[src/rtl/ddr_traffic_pkg.sv]
// Shared types and constants for the DDR user-side traffic generator/checker.
package ddr_traffic_pkg;
   typedef enum logic [2:0] {
      ST_IDLE,
      ST_WRITE,
      ST_SETTLE,
      ST_READ,
      ST_DONE
   } state_t;

   localparam logic [15:0] LFSR_MASK = 16'hB400;
   localparam logic [15:0] ERR_SAT   = 16'hFFFF;
endpackage

[src/rtl/ddr_user_traffic_gen_if.sv]
// FIFO-side bundle between the traffic generator (master) and the DDR AXI controller (slave).
interface ddr_user_traffic_gen_if #(
   parameter int DATA_W = 16
);
   logic              wr_en;
   logic [DATA_W-1:0] wr_data;
   logic              rd_mem_enable;
   logic              rd_en;
   logic [DATA_W-1:0] rd_data;
   logic              rd_valid;

   modport master (
      output wr_en, wr_data, rd_mem_enable, rd_en,
      input  rd_data, rd_valid
   );

   modport slave (
      input  wr_en, wr_data, rd_mem_enable, rd_en,
      output rd_data, rd_valid
   );
endinterface

[src/rtl/traffic_pattern_gen.sv]
// Pattern source: incrementing counter, or a 16-bit Galois LFSR when TRAFFIC_LFSR_EN is defined.
module traffic_pattern_gen
   import ddr_traffic_pkg::*;
#(
   parameter int           W    = 16,
   parameter logic [W-1:0] SEED = '0
) (
   input  logic         clk,
   input  logic         rst_n,
   input  logic         clear,
   input  logic         advance,
   output logic [W-1:0] value
);
`ifdef TRAFFIC_LFSR_EN
   // An all-zero LFSR state would lock up, so a zero seed starts at 1.
   localparam logic [W-1:0] INIT = (SEED == '0) ? W'(1) : SEED;
   logic [W-1:0] value_nxt;
   assign value_nxt = value[0] ? ((value >> 1) ^ W'(LFSR_MASK)) : (value >> 1);
`else
   localparam logic [W-1:0] INIT = SEED;
   logic [W-1:0] value_nxt;
   assign value_nxt = value + W'(1);
`endif

   always_ff @(posedge clk or negedge rst_n) begin
      if (!rst_n)       value <= INIT;
      else if (clear)   value <= INIT;
      else if (advance) value <= value_nxt;
   end
endmodule

[src/rtl/ddr_user_traffic_gen.sv]
// DDR user traffic generator/checker: writes a pattern to the write FIFO, settles, reads back and
// compares. Define TRAFFIC_LFSR_EN to use an LFSR pattern instead of an incrementing one.
module ddr_user_traffic_gen
   import ddr_traffic_pkg::*;
#(
   parameter int                DATA_W      = 16,
   parameter int                NUM_WORDS   = 4096,
   parameter logic [DATA_W-1:0] SEED        = '0,
   parameter int                SETTLE_CYC  = 32,
   parameter int                TIMEOUT_CYC = 4096
) (
   input  logic                   clk_fifo,
   input  logic                   locked_rst_n,
   input  logic                   start,
   ddr_user_traffic_gen_if.master bus,
   output logic                   busy,
   output logic                   done,
   output logic                   pass,
   output logic                   timeout,
   output logic [15:0]            err_cnt,
   output logic [15:0]            first_err_idx
);
   // state  | meaning
   // IDLE   | after reset, waiting for start
   // WRITE  | one pattern word per cycle into the write FIFO
   // SETTLE | idle gap before memory reads are enabled
   // READ   | draining the read FIFO and comparing
   // DONE   | results held until the next start

   state_t            state, state_nxt;
   logic [15:0]       wr_cnt, issued, checked, settle_tmr;
   logic [31:0]       wd_tmr;
   logic              cmp_pend, start_ok, rd_go, last_wr, mismatch, final_cmp, wd_expire;
   logic [DATA_W-1:0] wr_val, chk_val;

   assign start_ok  = start && ((state == ST_IDLE) || (state == ST_DONE));
   assign rd_go     = (state == ST_READ) && bus.rd_valid && (issued < 16'(NUM_WORDS));
   assign last_wr   = (wr_cnt == 16'(NUM_WORDS - 1));
   assign mismatch  = cmp_pend && (bus.rd_data != chk_val);
   assign final_cmp = cmp_pend && (checked == 16'(NUM_WORDS - 1));
   assign wd_expire = (state == ST_READ) && !rd_go && !final_cmp && (wd_tmr == '0);

   always_ff @(posedge clk_fifo or negedge locked_rst_n) begin
      if (!locked_rst_n) state <= ST_IDLE;
      else               state <= state_nxt;
   end

   always_comb begin
      state_nxt = state;
      case (state)
         ST_IDLE, ST_DONE: if (start) state_nxt = ST_WRITE;
         ST_WRITE:         if (last_wr) state_nxt = (SETTLE_CYC == 0) ? ST_READ : ST_SETTLE;
         ST_SETTLE:        if (settle_tmr == '0) state_nxt = ST_READ;
         ST_READ:          if (final_cmp || wd_expire) state_nxt = ST_DONE;
         default:          state_nxt = ST_IDLE;
      endcase
   end

   always_comb begin
      bus.wr_en         = 1'b0;
      bus.wr_data       = SEED;
      bus.rd_en         = 1'b0;
      bus.rd_mem_enable = 1'b0;
      busy              = 1'b0;
      done              = 1'b0;
      case (state)
         ST_WRITE: begin
            bus.wr_en   = 1'b1;
            bus.wr_data = wr_val;
            busy        = 1'b1;
         end
         ST_SETTLE: busy = 1'b1;
         ST_READ: begin
            busy              = 1'b1;
            bus.rd_mem_enable = 1'b1;
            bus.rd_en         = rd_go;
         end
         ST_DONE: done = 1'b1;
         default: ;
      endcase
   end

   assign pass = done && !timeout && (err_cnt == '0);

   // Compare runs off cmp_pend regardless of state so an in-flight word still lands on timeout.
   always_ff @(posedge clk_fifo or negedge locked_rst_n) begin
      if (!locked_rst_n) begin
         wr_cnt        <= '0;
         issued        <= '0;
         checked       <= '0;
         settle_tmr    <= '0;
         wd_tmr        <= '0;
         cmp_pend      <= 1'b0;
         timeout       <= 1'b0;
         err_cnt       <= '0;
         first_err_idx <= '0;
      end else if (start_ok) begin
         wr_cnt        <= '0;
         issued        <= '0;
         checked       <= '0;
         settle_tmr    <= '0;
         wd_tmr        <= '0;
         cmp_pend      <= 1'b0;
         timeout       <= 1'b0;
         err_cnt       <= '0;
         first_err_idx <= '0;
      end else begin
         if (state == ST_WRITE) wr_cnt <= wr_cnt + 16'd1;

         if (state == ST_WRITE)       settle_tmr <= 16'(SETTLE_CYC - 1);
         else if (state == ST_SETTLE) settle_tmr <= settle_tmr - 16'd1;

         if ((state != ST_READ) || rd_go) wd_tmr <= 32'(TIMEOUT_CYC - 1);
         else if (wd_tmr != '0)           wd_tmr <= wd_tmr - 32'd1;

         cmp_pend <= rd_go;
         if (rd_go)    issued  <= issued + 16'd1;
         if (cmp_pend) checked <= checked + 16'd1;

         if (mismatch) begin
            if (err_cnt != ERR_SAT) err_cnt <= err_cnt + 16'd1;
            if (err_cnt == '0)      first_err_idx <= checked;
         end

         if (wd_expire) timeout <= 1'b1;
      end
   end

   traffic_pattern_gen #(.W(DATA_W), .SEED(SEED)) u_wr_pat (
      .clk     (clk_fifo),
      .rst_n   (locked_rst_n),
      .clear   (start_ok),
      .advance (state == ST_WRITE),
      .value   (wr_val)
   );

   traffic_pattern_gen #(.W(DATA_W), .SEED(SEED)) u_chk_pat (
      .clk     (clk_fifo),
      .rst_n   (locked_rst_n),
      .clear   (start_ok),
      .advance (cmp_pend),
      .value   (chk_val)
   );
endmodule

[src/flat_wrapper.sv]
// flat-port wrapper written by rule: the top's interface ports become plain ports
module ddr_user_traffic_gen_flat import ddr_traffic_pkg::*;
#(
   parameter int                DATA_W      = 16,
   parameter int                NUM_WORDS   = 4096,
   parameter logic [DATA_W-1:0] SEED        = '0,
   parameter int                SETTLE_CYC  = 32,
   parameter int                TIMEOUT_CYC = 4096
)
  (clk_fifo, locked_rst_n, start, busy, done, pass, timeout, err_cnt, first_err_idx, bus_wr_en, bus_wr_data, bus_rd_mem_enable, bus_rd_en, bus_rd_data, bus_rd_valid);
  ddr_user_traffic_gen_if #(.DATA_W(DATA_W)) bus_i ();
  input  logic clk_fifo;
  input  logic locked_rst_n;
  input  logic start;
  output logic busy;
  output logic done;
  output logic pass;
  output logic timeout;
  output logic [15:0] err_cnt;
  output logic [15:0] first_err_idx;
  output wire logic [$bits(bus_i.wr_en)-1:0] bus_wr_en;
  output wire logic [$bits(bus_i.wr_data)-1:0] bus_wr_data;
  output wire logic [$bits(bus_i.rd_mem_enable)-1:0] bus_rd_mem_enable;
  output wire logic [$bits(bus_i.rd_en)-1:0] bus_rd_en;
  input wire logic [$bits(bus_i.rd_data)-1:0] bus_rd_data;
  input wire logic [$bits(bus_i.rd_valid)-1:0] bus_rd_valid;
  assign bus_wr_en = bus_i.wr_en;
  assign bus_wr_data = bus_i.wr_data;
  assign bus_rd_mem_enable = bus_i.rd_mem_enable;
  assign bus_rd_en = bus_i.rd_en;
  assign bus_i.rd_data = bus_rd_data;
  assign bus_i.rd_valid = bus_rd_valid;
  ddr_user_traffic_gen #(.DATA_W(DATA_W), .NUM_WORDS(NUM_WORDS), .SEED(SEED), .SETTLE_CYC(SETTLE_CYC), .TIMEOUT_CYC(TIMEOUT_CYC)) u_core (.clk_fifo(clk_fifo), .locked_rst_n(locked_rst_n), .start(start), .bus(bus_i), .busy(busy), .done(done), .pass(pass), .timeout(timeout), .err_cnt(err_cnt), .first_err_idx(first_err_idx));
endmodule
[config.mk]
export PLATFORM = sky130hd
export DESIGN_NAME = ddr_user_traffic_gen_flat
export DESIGN_NICKNAME = d
export VERILOG_FILES = /design/src/rtl/ddr_traffic_pkg.sv /design/src/rtl/ddr_user_traffic_gen_if.sv /design/src/rtl/traffic_pattern_gen.sv /design/src/rtl/ddr_user_traffic_gen.sv /design/src/flat_wrapper.sv
export SDC_FILE = /design/constraint.sdc
export NUM_CORES = 1
export LEC_CHECK = 0
export ABC_CLOCK_PERIOD_IN_PS = 3100
export CELL_PAD_IN_SITES_DETAIL_PLACEMENT = 1
export CELL_PAD_IN_SITES_GLOBAL_PLACEMENT = 1
export CORE_MARGIN = 4
export CORE_UTILIZATION = 45
export CTS_CLUSTER_DIAMETER = 40
export CTS_CLUSTER_SIZE = 40
export DETAILED_ROUTE_END_ITERATION = 7
export PLACE_DENSITY_LB_ADDON = 0.1
export SYNTH_ARGS = -nofsm -noshare
export SYNTH_HDL_FRONTEND = slang
export SYNTH_SLANG_ARGS = --single-unit
export TNS_END_PERCENT = 50
[constraint.sdc]
create_clock -name clk_fifo -period 3.1 [get_ports clk_fifo]
set_input_delay 0.62 -clock clk_fifo [delete_from_list [all_inputs] [get_ports clk_fifo]]
set_output_delay 0.62 -clock clk_fifo [all_outputs]
set_load 0.1 [all_outputs]
==> run summary, run 1 <==
status: complete, no violations
Ant. Diodes: 0
Worst path depth: 5
DRT antenna net count: 0
crit path DAT: 2230 ps
initial antenna violation count: 0
Post-CTS Hold Fix Bufs: 0
count of final hold-check violations: 0
CTS clk-pin slew, worst paths: 70 ps
CTS tree: done
maximum fanout along the worst path: 14
ys flop type: dfrtp_1
Power Density: 538 nW/µm²
vias per cell: 5.76
I/O Pins: 75
Post-CTS Setup Repair Bufs: 0
Post-Route WL: 23100 µm
switching pwr: 1.87 mW
wire per inst: 18.0 µm
synth unique cells: 59
Max stage delay on crit path: 400 ps
Worst Path Required: 2480 ps
synthesis-to-layout area growth: 21.3%
Post-route DRC: 0
async set or reset register ratio after synthesis: 1.00
commonest non-fill, non-tap cells in the layout: 165 x dfrtp_1, 112 x nor2_1, 67 x buf_4
clock share of power: 0.357
nets@finish: 1040
die area: 21600 µm²
Final Critical Period: 2850 ps
mapped cell area: 8670 µm²
f_max: 351 MHz
synthesized area per cell: 9.36 µm²
Slew Viols, Final: 0
Top Family by Delay on Critical Path: buffers and inverters
Reg2Reg Depth: 5
Net Sw Frac: 0.330
Critical Path Source: u_core.state[1]$_DFFE_PN0P_
final setup vio count: 0
starting density of the core: 0.460
die height: 147 µm
setup ws final: 249 ps
CTS sink cnt: 165
core area: 18800 µm²
syn nets: 956
Iteration-0 DRC Markers: 339
CTS Root Cell: clkbuf_16
Syn Inst Count: 926
hold crit path type: in2async
dpl hpwl: 16200 µm
Pleak: 4.43 nW
Setup WS pre-CTS: 342 ps
clk_skew: 13.7 ps
part of the Yosys area used for sequential elements: 0.476
global-route wire length before repair: 39500 µm
Clk Latency, worst-skew pair: 430 ps
worst reg2reg path startpoint: u_core.wd_tmr[16]$_DFFE_PN0P_
crit start category: register
TNS Setup: 0 ps
Worst-Margin Slew: 834 ps
Comb pwr share: 0.203
iteration count of the initial detailed-routing pass: 4
Critical Path, Cell by Cell: or3b_1, inv_1, buf_4, and2_1, buf_12
GRT overflow: 0
Worst slew margin: 0.444
most common cell after layout, fill and taps aside: dfrtp_1
max cap viols: 0
H-tree depth: 4
quantity of gates resized following cts: 0
Total Power: 5.66 mW
yosys warns: 0
ratio of cells with drive above 1 in the final layout: 0.140
Post-synth EDFFs: 0
VDD IR max: 0.000418 V
vias in the first global route: 7686
total track usage: 0.220
CP bufs+invs: 3
Seq cells post-synth: 165
die width: 147 µm
RSZ-0062 raised after global routing: no
share of power burned in registers: 0.440
via count: 7391
Reg-to-Reg End: u_core.wd_tmr[17]$_DFFE_PN0P_
Worst Setup End Kind: primary output
kind of critical path: reg2out
total CTS buffers: 17
Cell Int Power: 3.79 mW
R2R setup slack: 460 ps
PortBufs: 74
pin count of the biggest net entering global routing: 68
worst setup path end: bus_wr_data[8]
Max Root-Sink Buffers: 2
CP max-delay cell: or3b_1
global placement routability congestion: 0.797
Tcrit/Tclk final: 0.920
FP Rows: 50
[registers in the layout, summed over array words and instances (netlist names)]
| name | cells |
|---|---|
| u_core.u_wr_pat.value | 16 |
| u_core.cmp_pend | 1 |
| u_core.wr_cnt | 16 |
| u_core.settle_tmr | 16 |
| u_core.issued | 16 |
| u_core.err_cnt | 16 |
| u_core.checked | 16 |
| u_core.u_chk_pat.value | 16 |
| u_core.wd_tmr | 32 |
| u_core.first_err_idx | 16 |
| u_core.state | 3 |
| u_core.timeout | 1 |
[cell type report]
type	instances	area, µm²
Timing Repair Buffer	106	1090
Tap cell	260	325
Sequential cell	165	4130
Clock buffer	18	439
Multi-Input combinational cell	700	4340
Inverter	20	75.1
Clock inverter	14	115
Fill cell	2120	8310
[routing by layer]
metal | global-route usage | share of wire | wire length (µm)
met2 | 0.368 | 0.49 | 11200
met4 | 0.0560 | 0.013 | 300
met3 | 0.0379 | 0.030 | 694
met1 | 0.299 | 0.47 | 10900
met5 | 0 | 0 | 0
[stage by stage]
stage,instances,instance area (µm²),util,hold slack [ps]
6_report,1283,10500,0.559,179
5_1_grt,1283,10500,0.559,230
4_1_cts,1283,10500,0.559,203
3_5_place_dp,1251,9970,0.529,480
3_3_place_gp,1251,9970,0.529,471
2_1_floorplan,926,8690,-,324
[power groups by stage]
stage / registers [mW] / clock network [mW] / logic [mW]
5_1_grt: 2.51 / 2.17 / 1.23
2_1_floorplan: 2.48 / 0 / 0.745
3_3_place_gp: 2.51 / 0 / 1.13
6_report: 2.49 / 2.02 / 1.15
4_1_cts: 2.49 / 2.06 / 1.17
3_5_place_dp: 2.52 / 0 / 1.16
[cell families (layout without fill, tap and decap cells)]
kind of cell,Yosys count,count (layout),share of synthesized area
AO/OA/AOI/OAI,162,162,0.116
buffers and inverters,61,158,0.0274
AND/OR/NAND/NOR,430,430,0.266
multiplexers,9,9,0.0105
flip-flops,165,165,0.476
adder cells (fa/ha/maj),10,10,0.0144
XOR/XNOR,89,89,0.0899
[synthesized netlist by cell type, types with 2 or more instances]
cell type	number	area share
clkbuf_1	34	0.015
nand2b_1	8	0.0058
or4b_1	3	0.0035
or4_1	16	0.014
a31oi_1	9	0.0065
and2_1	18	0.013
a22o_1	3	0.0030
nor4_1	17	0.012
or4_4	3	0.0039
nor3_1	29	0.017
o21ai_0	39	0.023
nand4_1	34	0.025
nand4b_1	5	0.0051
and3_1	17	0.012
o41ai_1	9	0.0091
o31ai_1	13	0.011
inv_1	20	0.0087
nand3_1	55	0.032
o311ai_0	9	0.0091
nor4_4	2	0.0049
o2111ai_1	2	0.0020
or2_2	2	0.0014
mux2i_1	8	0.0092
xnor2_1	45	0.045
nand3b_1	3	0.0026
or3_1	17	0.012
dfrtp_1	165	0.48
nor3b_1	4	0.0035
xor2_1	44	0.044
buf_1	2	0.00087
ha_1	10	0.014
nor2_1	112	0.048
and4_1	10	0.010
buf_2	4	0.0023
o211ai_1	3	0.0026
or3b_1	2	0.0020
a21oi_1	63	0.036
nand2_1	66	0.029
[how the worst min path moves through the flow]
stage                                                  from                                     to  slack, ps  cells past startpoint
after global routing                           locked_rst_n  u_core.u_chk_pat.value[4]$_DFFE_PN0P_        230                      1
final                                          locked_rst_n  u_core.u_chk_pat.value[4]$_DFFE_PN0P_        180                      1
after detailed placement  u_core.settle_tmr[13]$_DFFE_PN0P_      u_core.settle_tmr[13]$_DFFE_PN0P_        480                      1
after CTS                                      locked_rst_n  u_core.u_chk_pat.value[4]$_DFFE_PN0P_        200                      1
after global placement    u_core.settle_tmr[15]$_DFFE_PN0P_      u_core.settle_tmr[15]$_DFFE_PN0P_        470                      1
after floorplan                                locked_rst_n          u_core.checked[0]$_DFFE_PN0P_        320                      0
No activity file was read; power rests on OpenSTA's default activity.
==> run 2, diff against run 1 <==
- MAX_ROUTING_LAYER: not set -> met4
==> run summary, run 2 (synthesis results as in run 1) <==
largest register by flop count: u_core.wd_tmr (unchanged)
Clk Latency, worst-skew pair: 430 ps (about the same)
Ant. Diodes: 0 (unchanged)
layout filler cell count: 2120 (unchanged)
max cap viols: 0 (unchanged)
starting density of the core: 0.460 (unchanged)
Cell Int Power: 3.79 mW (about the same)
DRT antenna net count: 0 (unchanged)
Worst Setup End Kind: primary output (unchanged)
Placed Area: 9970 µm² (unchanged)
FP Rows: 50 (unchanged)
die height: 147 µm (unchanged)
Pleak: 4.43 nW (unchanged)
CP max-delay cell: or3b_1 (unchanged)
f_max: 352 MHz (was 351 MHz)
vias per cell: 5.75 (was 5.76)
WHS: 172 ps (was 179 ps)
Worst Path Required: 2480 ps (about the same)
Net Sw Frac: 0.330 (about the same)
final setup vio count: 0 (unchanged)
Post-CTS Setup Repair Bufs: 0 (unchanged)
kind of critical path: reg2out (unchanged)
via count: 7372 (was 7391)
dpl hpwl: 16200 µm (unchanged)
Post-Route WL: 23100 µm (about the same)
pin count of the biggest net entering global routing: 68 (unchanged)
status: complete, no violations (unchanged)
register area: 4130 µm² (unchanged)
Worst path depth: 5 (unchanged)
Iteration-0 DRC Markers: 294 (was 339)
share of power burned in registers: 0.440 (about the same)
quantity of gates resized following cts: 0 (unchanged)
fin cells: 1283 (unchanged)
maximum fanout along the worst path: 14 (unchanged)
total CTS buffers: 17 (unchanged)
wire per inst: 18.0 µm (about the same)
clk_skew: 10.5 ps (was 13.7 ps)
Final Critical Period: 2840 ps (was 2850 ps)
Worst-Margin Slew: 835 ps (was 834 ps)
ratio of cells with drive above 1 in the final layout: 0.140 (unchanged)
Slew Viols, Final: 0 (unchanged)
Critical Path, Cell by Cell: or3b_1, inv_1, buf_4, and2_1, buf_12 (unchanged)
CTS tree: done (unchanged)
most common cell after layout, fill and taps aside: dfrtp_1 (unchanged)
clock share of power: 0.357 (about the same)
core area: 18800 µm² (unchanged)
footprint of the multi-input gates: 4340 µm² (unchanged)
vias in the first global route: 7664 (was 7686)
GRT overflow: 0 (unchanged)
Comb pwr share: 0.203 (about the same)
H-tree depth: 4 (unchanged)
Largest register FFs: 32 (unchanged)
CP bufs+invs: 3 (unchanged)
Setup WS pre-CTS: 342 ps (unchanged)
commonest non-fill, non-tap cells in the layout: 165 x dfrtp_1, 112 x nor2_1, 67 x buf_4 (unchanged)
initial antenna violation count: 0 (unchanged)
Tcrit/Tclk final: 0.917 (was 0.920)
CTS clk-pin slew, worst paths: 70 ps (about the same)
global placement routability congestion: 0.809 (was 0.797)
global-route wire length before repair: 39500 µm (about the same)
Reg2Reg Depth: 5 (unchanged)
switching pwr: 1.87 mW (about the same)
die area: 21600 µm² (unchanged)
placed insts: 1251 (unchanged)
Worst slew margin: 0.443 (was 0.444)
VDD IR max: 0.000419 V (was 0.000418 V)
Post-route DRC: 0 (unchanged)
Max Root-Sink Buffers: 2 (unchanged)
hold crit path type: in2async (unchanged)
Post-CTS Hold Fix Bufs: 0 (unchanged)
synthesis-to-layout area growth: 21.3% (unchanged)
Top Family by Delay on Critical Path: buffers and inverters (unchanged)
setup ws final: 257 ps (was 249 ps)
CTS sink cnt: 165 (unchanged)
total track usage: 0.227 (was 0.220)
nets@finish: 1040 (unchanged)
Power Density: 538 nW/µm² (about the same)
Total Power: 5.66 mW (about the same)
count of final hold-check violations: 0 (unchanged)
RSZ-0062 raised after global routing: no (unchanged)
CTS Root Cell: clkbuf_16 (unchanged)
die width: 147 µm (unchanged)
design area: 10500 µm² (unchanged)
iteration count of the initial detailed-routing pass: 4 (unchanged)
PortBufs: 74 (unchanged)
crit start category: register (unchanged)
crit path DAT: 2220 ps (was 2230 ps)
Max stage delay on crit path: 400 ps (about the same)
I/O Pins: 75 (unchanged)
## run 2: cell counts in the layout (fill, tap and decap cells not counted)
Identical to the previous run, type by type.
## run 2: routing by layer
layer | track usage | wire [µm] | vias up
li1 | - | - | 3521
met2 | 0.367 | 11300 | 102
met3 | 0.0373 | 691 | 16
met5 | - | 0 | -
met4 | 0.0560 | 303 | 0
met1 | 0.300 | 10800 | 3733
## run 2: worst reg2reg max path, cell delays in order, from the launching register on
cell and delay (ps):
dfrtp_1 400, or4_4 600, nor4_1 530, nand4_1 470, nand2_1 420, o31ai_1 120
## run 2: metrics by stage
step | setup TNS [ps] | utilization
floorplan | -220 | -
global placement | 0 | 0.529
detailed placement | 0 | 0.529
CTS | 0 | 0.559
global route | 0 | 0.559
finish | 0 | 0.559
## run 2: path summary, 6_finish.rpt
check | slack (ps) | to | startpoint
hold reg to reg | 490 | u_core.settle_tmr[13]$_DFFE_PN0P_ | u_core.settle_tmr[13]$_DFFE_PN0P_
hold / removal | 170 | u_core.u_chk_pat.value[4]$_DFFE_PN0P_ | locked_rst_n
setup / recovery | 260 | bus_wr_data[8] | u_core.state[1]$_DFFE_PN0P_
min in group clk_fifo | 490 | u_core.settle_tmr[13]$_DFFE_PN0P_ | u_core.settle_tmr[13]$_DFFE_PN0P_
max in group asynchronous | 2180 | u_core.wr_cnt[1]$_DFFE_PN0P_ | locked_rst_n
setup reg to reg | 440 | u_core.wd_tmr[17]$_DFFE_PN0P_ | u_core.wd_tmr[16]$_DFFE_PN0P_
## run 2: power groups by stage
stage	clock network, mW	logic [mW]	registers, mW
global route	2.17	1.23	2.51
CTS	2.06	1.17	2.49
floorplan	0	0.745	2.48
global placement	0	1.13	2.51
detailed placement	0	1.16	2.52
finish	2.02	1.15	2.49
## run 2: area by class of cell
type,instances,area share
timing repair buffer,106,0.104
tap,260,0.0309
sequential,165,0.392
clock buffer,18,0.0417
inverter,20,0.00714
clock inverter,14,0.0109
multi-input combinational,700,0.413
==> run 3, diff against run 2 <==
- ABC_CLOCK_PERIOD_IN_PS: 3100 -> 3600
- CORE_UTILIZATION: 45 -> 50
- CTS_BUF_LIST: not set -> sky130_fd_sc_hd__clkbuf_8
- SKIP_LAST_GASP: not set -> 1
- clock period: 3.1 -> 3.6 ns (I/O delays scaled with it)
==> run summary, run 3 (synthesis results as in run 1) <==
I/O Pins: 75 (unchanged)
global placement routability congestion: 0.839 (was 0.809)
core area: 16800 µm² (was 18800 µm²)
footprint of the multi-input gates: 4330 µm² (was 4340 µm²)
global-route wire length before repair: 41200 µm (was 39500 µm)
Worst Setup End Kind: primary output (unchanged)
DRT antenna net count: 0 (unchanged)
count of final hold-check violations: 0 (unchanged)
largest register by flop count: u_core.wd_tmr (unchanged)
CTS Root Cell: clkbuf_8 (was clkbuf_16)
maximum fanout along the worst path: 23 (was 14)
Largest register FFs: 32 (unchanged)
PortBufs: 74 (unchanged)
max cap viols: 0 (unchanged)
total CTS buffers: 17 (unchanged)
initial antenna violation count: 0 (unchanged)
commonest non-fill, non-tap cells in the layout: 165 x dfrtp_1, 112 x nor2_1, 66 x nand2_1 (was 165 x dfrtp_1, 112 x nor2_1, 67 x buf_4)
clk_skew: 16.3 ps (was 10.5 ps)
nets@finish: 1027 (was 1040)
ratio of cells with drive above 1 in the final layout: 0.0931 (was 0.140)
placed insts: 1198 (was 1251)
starting density of the core: 0.517 (was 0.460)
dpl hpwl: 16500 µm (was 16200 µm)
WHS: 228 ps (was 172 ps)
quantity of gates resized following cts: 0 (unchanged)
crit path DAT: 2560 ps (was 2220 ps)
CTS tree: done (unchanged)
VDD IR max: 0.000331 V (was 0.000419 V)
Worst slew margin: 0.340 (was 0.443)
register area: 4130 µm² (unchanged)
most common cell after layout, fill and taps aside: dfrtp_1 (unchanged)
f_max: 305 MHz
layout filler cell count: 1909 (was 2120)
Final Critical Period: 3280 ps
FP Rows: 47 (was 50)
vias per cell: 6.17 (was 5.75)
final core occ: 0.610 (was 0.559)
die width: 140 µm (was 147 µm)
fin cells: 1230 (was 1283)
Worst-Margin Slew: 987 ps (was 835 ps)
RSZ-0062 raised after global routing: no (unchanged)
via count: 7593 (was 7372)
die area: 19500 µm² (was 21600 µm²)
Clk Latency, worst-skew pair: 480 ps (was 430 ps)
Iteration-0 DRC Markers: 507 (was 294)
H-tree depth: 4 (unchanged)
Max Root-Sink Buffers: 2 (unchanged)
Ant. Diodes: 0 (unchanged)
Power Density: 444 nW/µm² (was 538 nW/µm²)
Placed Area: 9820 µm² (was 9970 µm²)
crit start category: register (unchanged)
Post-Route WL: 24300 µm (was 23100 µm)
Tcrit/Tclk final: 0.910
design area: 10200 µm² (was 10500 µm²)
pin count of the biggest net entering global routing: 71 (was 68)
Worst Path Required: 2880 ps (was 2480 ps)
CTS clk-pin slew, worst paths: 100 ps (was 70 ps)
Slew Viols, Final: 0 (unchanged)
die height: 140 µm (was 147 µm)
Post-CTS Hold Fix Bufs: 0 (unchanged)
wire per inst: 19.7 µm (was 18.0 µm)
CTS sink cnt: 165 (unchanged)
Post-CTS Setup Repair Bufs: 0 (unchanged)
Pleak: 4.21 nW (was 4.43 nW)
hold crit path type: in2async (unchanged)
status: complete, no violations (unchanged)
final setup vio count: 0 (unchanged)
Post-route DRC: 0 (unchanged)
synthesis-to-layout area growth: 18.0% (was 21.3%)
GRT overflow: 0 (unchanged)
vias in the first global route: 8206 (was 7664)
iteration count of the initial detailed-routing pass: 5 (was 4)
total track usage: 0.262 (was 0.227)
kind of critical path: reg2out (unchanged)
-- run 3: cell types whose count changed in the layout (fill, tap and decap cells not counted), moves of 4 or more --
| cell | previous run | this run |
|---|---|---|
| clkbuf_8 | 1 | 17 |
| buf_12 | 20 | 15 |
| buf_4 | 67 | 28 |
| clkbuf_16 | 17 | 0 |
| and2_1 | 14 | 18 |
| clkdlybuf4s50_1 | 18 | 49 |
| and2_2 | 4 | 0 |
-- run 3: critical path, stage by stage, from the launching register on --
cell,delay [ps]
dfrtp_1,380
buf_4,230
or3b_1,410
inv_1,540
and2_1,310
buf_12,200
-- run 3: routing by layer --
| metal | track usage | share of wire | routed length (µm) | up-vias |
|---|---|---|---|---|
| li1 | - | - | - | 3485 |
| met1 | 0.322 | 0.43 | 10500 | 3889 |
| met2 | 0.444 | 0.52 | 12500 | 189 |
| met3 | 0.0494 | 0.041 | 1000 | 30 |
| met4 | 0.0714 | 0.012 | 298 | 0 |
| met5 | - | 0 | 0 | - |
-- run 3: worst paths after layout --
kind	from	to	slack, ps	cells past startpoint
setup / recovery	u_core.state[0]$_DFFE_PN0P_	bus_wr_data[2]	320	5
hold / removal	locked_rst_n	u_core.u_chk_pat.value[10]$_DFFE_PN0P_	230	1
setup reg to reg	u_core.wd_tmr[20]$_DFFE_PN0P_	u_core.wd_tmr[17]$_DFFE_PN0P_	810	5
hold reg to reg	u_core.issued[0]$_DFFE_PN0P_	u_core.issued[0]$_DFFE_PN0P_	510	1
max in group asynchronous	locked_rst_n	u_core.err_cnt[12]$_DFFE_PN0P_	2420	2
min in group clk_fifo	u_core.issued[0]$_DFFE_PN0P_	u_core.issued[0]$_DFFE_PN0P_	510	1
-- run 3: metrics by stage --
step	TNS [ps]	power (mW)	worst slack [ps]
floorplan	-38.5	2.77	-38.5
finish	0	4.54	324
detailed placement	0	3.15	536
CTS	0	4.58	315
global route	0	4.75	193
global placement	0	3.10	601
-- run 3: power breakdown --
group	total, mW	internal, mW	switching [mW]
Clock	1.41	0.634	0.774
Combinational	0.987	0.350	0.637
Sequential	2.15	1.98	0.165
-- run 3: final cells by class --
| cell class | instances | area share |
|---|---|---|
| sequential | 165 | 0.404 |
| clock buffer | 17 | 0.0229 |
| tap | 220 | 0.0269 |
| inverter | 20 | 0.00734 |
| timing repair buffer | 93 | 0.0990 |
| clock inverter | 15 | 0.0168 |
| multi-input combinational | 700 | 0.423 |
